**config.mk**
```make
export PLATFORM = sky130hd
export DESIGN_NAME = window_max_sequencer
export DESIGN_NICKNAME = d
export VERILOG_FILES = /design/src/rtl/window_max_sequencer.sv
export SDC_FILE = /design/constraint.sdc
export NUM_CORES = 1
export LEC_CHECK = 0
export BUFFER_PORTS_ARGS = -buffer_cell sky130_fd_sc_hd__buf_2
export CORE_ASPECT_RATIO = 1.1
export CORE_MARGIN = 1.5
export CORE_UTILIZATION = 45
export CTS_CLUSTER_SIZE = 12
export DETAILED_ROUTE_END_ITERATION = 7
export GPL_ROUTABILITY_DRIVEN = 0
export GPL_TIMING_DRIVEN = 0
export PLACE_DENSITY = 0.74
export SETUP_SLACK_MARGIN = 0.4
export SLEW_MARGIN = 10
export SYNTH_ARGS = -nofsm -noshare
export SYNTH_HDL_FRONTEND = slang
export SYNTH_SLANG_ARGS = --single-unit
```
**constraint.sdc**
```tcl
create_clock -name clk -period 2.95 [get_ports clk]
set_input_delay 0.885 -clock clk [delete_from_list [all_inputs] [get_ports clk]]
set_output_delay 0.885 -clock clk [all_outputs]
set_load 0.05 [all_outputs]
```
**src/rtl/window_max_sequencer.sv**
```systemverilog
// Streaming front-end for a two-operand max unit: folds incoming samples into a
// running maximum and emits one result per full window or per flushed partial window.
module window_max_sequencer #(
    parameter int unsigned DATA_W  = 8,
    parameter int unsigned WIN_LEN = 4,
    localparam int unsigned CNT_W  = $clog2(WIN_LEN + 1)
) (
    input  logic              clk,
    input  logic              rst,
    input  logic              in_valid,
    input  logic [DATA_W-1:0] in_data,
    output logic              in_ready,
    input  logic              flush,
    output logic [DATA_W-1:0] cmp_a,
    output logic [DATA_W-1:0] cmp_b,
    input  logic [DATA_W-1:0] cmp_result,
    output logic              out_valid,
    output logic [DATA_W-1:0] out_data,
    output logic [CNT_W-1:0]  out_len,
    input  logic              out_ready
);

    typedef enum logic {
        ACCUM = 1'b0,
        HOLD  = 1'b1
    } state_t;

    state_t            state;
    state_t            state_next;
    logic [CNT_W-1:0]  count;
    logic [CNT_W-1:0]  count_inc;
    logic [DATA_W-1:0] max_reg;
    logic [DATA_W-1:0] max_next;
    logic              accept;
    logic              close;

    // Window bookkeeping: the first sample of a window bypasses the comparator
    // so a stale maximum from the previous window never leaks forward.
    always_comb begin
        accept    = in_valid & in_ready;
        count_inc = count + CNT_W'(accept);
        max_next  = max_reg;
        if (accept) begin
            max_next = (count == '0) ? in_data : cmp_result;
        end
        close = (state == ACCUM) &&
                ((accept && (count_inc == CNT_W'(WIN_LEN))) ||
                 (flush && (count_inc != '0)));
    end

    assign cmp_a = max_reg;
    assign cmp_b = in_data;

    // State register
    always_ff @(posedge clk or posedge rst) begin
        if (rst) begin
            state <= ACCUM;
        end else begin
            state <= state_next;
        end
    end

    // Next-state logic
    always_comb begin
        state_next = state;
        case (state)
            ACCUM: if (close) state_next = HOLD;
            HOLD:  if (out_ready) state_next = ACCUM;
            default: state_next = ACCUM;
        endcase
    end

    // Handshake outputs decoded from the state register
    always_comb begin
        in_ready  = 1'b0;
        out_valid = 1'b0;
        case (state)
            ACCUM: in_ready = 1'b1;
            HOLD:  out_valid = 1'b1;
            default: in_ready = 1'b0;
        endcase
    end

    // Datapath: running max, sample count and the held result
    always_ff @(posedge clk or posedge rst) begin
        if (rst) begin
            count    <= '0;
            max_reg  <= '0;
            out_data <= '0;
            out_len  <= '0;
        end else begin
            if (accept) begin
                max_reg <= max_next;
            end
            if (close) begin
                count    <= '0;
                out_data <= max_next;
                out_len  <= count_inc;
            end else if (accept) begin
                count <= count_inc;
            end
        end
    end

endmodule

```
== After elaboration in Yosys (flattened, before gate mapping) ==
Index checks and enable logic that the tools add are counted.
Storage, ports and cells
  flip-flop bits (word level): 23
  bits of input ports: 21
  output and inout bits: 29
  logic and storage cells: 25
Cells by class
  $add $sub $neg: 1
  equality and inequality tests: 1
  muxes and demuxes: 9
  bitwise gates (word level): 2
  reduce and logical (&&, ||, !) cells: 7
Operators by type and width (number)
  $mux 8: 2
  $mux 3: 2
  $mux 1: 4
  $add 3x1->3: 1
  $eq 3x3->1 const B: 1
  $logic_and 1x1->1: 3
  $logic_not 3->1: 1
  $reduce_bool 3->1: 1
  $pmux 1 s2: 1
  $reduce_bool 2->1: 1
  $and 1x1->1: 1
  $logic_or 1x1->1: 1
  $not 1->1: 1

== Longest topological paths before layout ==
  depth after elaboration: 9
  depth in mapped cells: 11
  mapped depth without buffers: 9

== Worst setup path before layout ==
OpenSTA, ideal clock, no wires.
  path kind: flip-flop to flip-flop
  from: register state
  to: register out_data[0]
  library setup time: 125 ps
  data arrival time: 2960 ps
  data required time: 2825 ps
  slack: -135 ps
  cell stages (with the launch flop): 11
  path buffers: 2
  period minus slack after synthesis: 3085 ps
  path through: dfrtp_1 inv_1 nand2_1 inv_1 buf_2 ha_1 ha_1 or2_2 o221ai_2 buf_6 mux2_4
On the way
  word-level cells in the longest chain between the ends: 7
  elaborated cells on any way between the ends: 11
  those cells by class: add/sub: 1; eq/ne: 1; mux: 2; bitwise: 2; reduce/logical: 5
Ends and longest elaborated chain
  from (decl): RTL line 28  | state_t state;
  from (signal assigned): RTL line 59  | state <= state_next;
  $mux 1 *: RTL line 77  | case (state)
  net in_ready: RTL line 12  | output logic in_ready,
  $and 1x1->1 *: RTL line 40  | accept = in_valid & in_ready;
  net accept: RTL line 34  | logic accept;
  $add 3x1->3 *: RTL line 41  | count_inc = count + CNT_W'(accept);
  net count_inc[1]: RTL line 31  | logic [CNT_W-1:0] count_inc;
  $eq 3x3->1 / $reduce_bool 3->1 (equally long branches): RTL line 47, 48
  $logic_and 1x1->1, on equally long branches: RTL line 47, 48
  $logic_or 1x1->1 *: RTL line 47  | ((accept && (count_inc == CNT_W'(WIN_LEN))) ||
  $logic_and 1x1->1 *: RTL line 46  | close = (state == ACCUM) &&
  to (signal assigned): RTL line 97  | out_data <= max_next;
  to (decl): RTL line 18  | output logic [DATA_W-1:0] out_data,
The timed path passes the listed nets; every way through them passes the cells marked *.
A chain may end at the register's enable or synchronous reset.

== Final worst setup path ==
  from: input in_valid
  to: register out_data[7]
On the way
  word-level cells in the longest chain between the ends: 6
  elaborated cells on any way between the ends: 9
  those cells by class: add/sub: 1; eq/ne: 1; mux: 1; bitwise: 1; reduce/logical: 5
Ends and longest elaborated chain
  from (decl): RTL line 10  | input logic in_valid,
  $and 1x1->1 *: RTL line 40
  net accept: RTL line 34
  $add 3x1->3 *: RTL line 41
  net count_inc[1]: RTL line 31
  $eq 3x3->1 / $reduce_bool 3->1 (equally long branches): RTL line 47, 48
  $logic_and 1x1->1, on equally long branches: RTL line 47, 48
  $logic_or 1x1->1 *: RTL line 47
  $logic_and 1x1->1 *: RTL line 46
Marked as above.

==> results.yml <==
global_route:
  grt_pass1_vias: 910
  grt_use_total_pct: 20.4
  grt_pass1_wl_mm: 4.01
  antenna_found_initial: 0
  overflow: 0
  grt_start_max_net_pins: 24
critical_path:
  crit_slowest_cell: "mux2_4"
  worstReg2RegEnd: "out_data[7]"
  crit_path_cell_count: 10
  critPathMaxFanout: 10
  start_kind: "input port"
  cp_data_arrival_time_ps: 2670
  cp-end-kind: "register"
  flop2flop_setup_slack_ps: 590
  slowest_delay_ps: 300
  start_to_end_type_of_the_worst_setup_path: "input port to register"
  path_delay_family: "buffers and inverters"
  worstRegToRegCells: 10
  crit_path_cell_chain: "buf_2 -> nand2_2 -> inv_2 -> buf_6 -> ha_4 -> ha_4 -> or2_4 -> o221ai_4 -> buf_6 -> mux2_4"
  crit_path_start: "in_valid"
  endpoint: "out_data[7]"
  crit_required_ps: 3150
  cp.buffers_inverters: 4
  worstReg2RegStart: "state"
drt:
  met1_length_mm: 1.02
  detail_route.drc_violations: 0
  route.vias.total: 928
  routedWlPerCell_um: 13.1
  firstDrtPassIters: 4
  drt-initial-drc-count: 10
  dr_wl_met3_um: 89
  wirelength_mm: 2.46
  post_drt_via_cell_ratio: 4.96
  total_length_of_routed_met2_wires_mm: 1.30
  detail-route-antenna-nets: 0
  route.top_layer_used: "met4"
synth:
  synth.distinct_cells: 24
  register_bit_total_from_synthesis: 23
  seq_area_frac_synth_pct: 52.2
  yosys_warnings: 0
  total_standard_cell_area_after_synthesis_mm2: 0.00110
  synth.net_count: 127
  postSynthCellCount: 104
  synth.avg_cell_area_um2: 10.6
layout:
  most_frequent_standard_cell_in_the_layout_excluding_fill_and_tap_cells: "buf_2"
  antennaDiodeCount: 0
  area_growth_pct: 33.2
  nets: 181
  layout-drive-gt1-share_pct: 54.1
  fill_cells: 197
  highest_count_cells_in_the_layout_ignoring_fill_and_taps: "51 x buf_2, 22 x dfrtp_1, 20 x nand2_1"
sta:
  final.setup.tns_ps: 0
  layout_setup_ws_ps: 481
  report.final.hold_viol_count: 0
  grt_setup_unrepaired: "false"
  maxSlewHeadroom_pct: 44.9
  final_max_slew_viol_count: 0
  clock_skew_ps: 2.99
  final.hold.worst_slack_ps: 507
  min_period_ps: 2470
  layout_worst_path_cycle_share_pct: 83.7
  setup_viol_count_final: 0
  achievable-frequency_mhz: 405
  worstMarginPinSlew_ps: 826
die:
  fp.dieH_um: 54.9
  floorplan.die_area_mm2: 0.00276
  io-pin-count: 50
  core_mm2: 0.00227
  rows: 18
  start_util_pct: 48.5
  die_x_um: 50.2
job:
  max_cap_viol_count: 0
run_status:
  result_of_the_run: "completed"
cts:
  holdBufCountCts: 0
  htree_num_levels: 1
  path_clk_slew_ps: 110
  post-cts-setup-buffers: 0
  tritoncts_clock_tree: "yes"
  maximum_buffer_depth_of_the_clock_tree: 2
  clk_root_buffer_cell: "clkbuf_4"
  cts.sink_count: 23
  cts_inserted_buffers: 3
  clk_latency_ps: 310
  ctsResizeCount: 0
placed_design:
  detailed_place_hpwl_mm: 1.89
  place_worst_setup_slack_ps: 131
  port_buffers: 49
worst_hold_path:
  hold_class: "register to register"
-- flip-flops by register name, indices dropped and copies added (netlist names) --
register / flops
count: 3
state: 1
cmp_a: 8
out_len: 3
out_data: 8
-- synth_stat cells --
library cell / count / share of area (%)
nand3_1: 2 / 0.91
or3_1: 1 / 0.57
nand2_1: 21 / 7.1
o221ai_2: 1 / 1.4
ha_1: 2 / 2.3
inv_1: 4 / 1.4
mux2_4: 3 / 4.1
mux2_2: 5 / 5.1
a31oi_1: 8 / 4.5
nand4b_1: 1 / 0.79
buf_2: 3 / 1.4
nor3_2: 1 / 0.91
dfrtp_1: 23 / 52
a22o_2: 3 / 2.7
a21boi_0: 2 / 1.4
nand3b_1: 1 / 0.68
xor2_1: 1 / 0.79
buf_6: 1 / 1.0
buf_4: 8 / 5.4
or2_2: 1 / 0.57
o21ai_0: 2 / 0.91
nor3b_1: 1 / 0.68
nor2b_1: 1 / 0.57
nor2_1: 8 / 2.7
-- logic make-up (layout without fill, tap and decap cells) --
| logic type | after synthesis | in the layout | synth area share (%) |
|---|---|---|---|
| AND/OR/NAND/NOR | 38 | 38 | 15.5 |
| flip-flops | 23 | 23 | 52.2 |
| AO/OA/AOI/OAI | 16 | 16 | 10.9 |
| buffers and inverters | 16 | 69 | 9.18 |
| multiplexers | 8 | 8 | 9.18 |
| adder cells (fa/ha/maj) | 2 | 2 | 2.27 |
| XOR/XNOR | 1 | 1 | 0.794 |
-- cell type report --
cell class / count / area [µm²] / area share, %
Inverter: 4 / 18.8 / 1.28
Sequential cell: 23 / 577 / 39.2
Clock buffer: 4 / 26.3 / 1.79
Timing Repair Buffer: 49 / 245 / 16.7
Multi-Input combinational cell: 65 / 473 / 32.2
Buffer: 12 / 92.6 / 6.30
Tap cell: 30 / 37.5 / 2.55
-- worst min-delay path by stage --
stage	to	cells past startpoint	startpoint	slack (ps)
final	out_len[2]	1	out_len[2]	510
after global routing	out_data[4]	1	out_data[4]	540
after CTS	out_len[2]	1	out_len[2]	510
after detailed placement	out_len[2]	1	out_len[2]	490
after global placement	out_len[2]	1	out_len[2]	480
after floorplan	count[2]	2	count[2]	580
-- per-layer routing --
metal / vias to the layer above / track usage [%]
met1: 451 / 22.7
met2: 20 / 37.1
met5: - / 0
met4: 0 / 12.5
li1: 453 / -
met3: 4 / 3.49
-- per-stage QoR --
step | util [%] | cells | instance area, µm²
6_report | 64.6 | 187 | 1470
5_1_grt | 64.6 | 187 | 1470
4_1_cts | 64.6 | 187 | 1470
3_5_place_dp | 63.5 | 183 | 1440
3_3_place_gp | 63.5 | 183 | 1440
2_1_floorplan | - | 104 | 1160
Power is not shown: default switching activity piles up to over one toggle a cycle in this logic, so the estimate is an artifact.
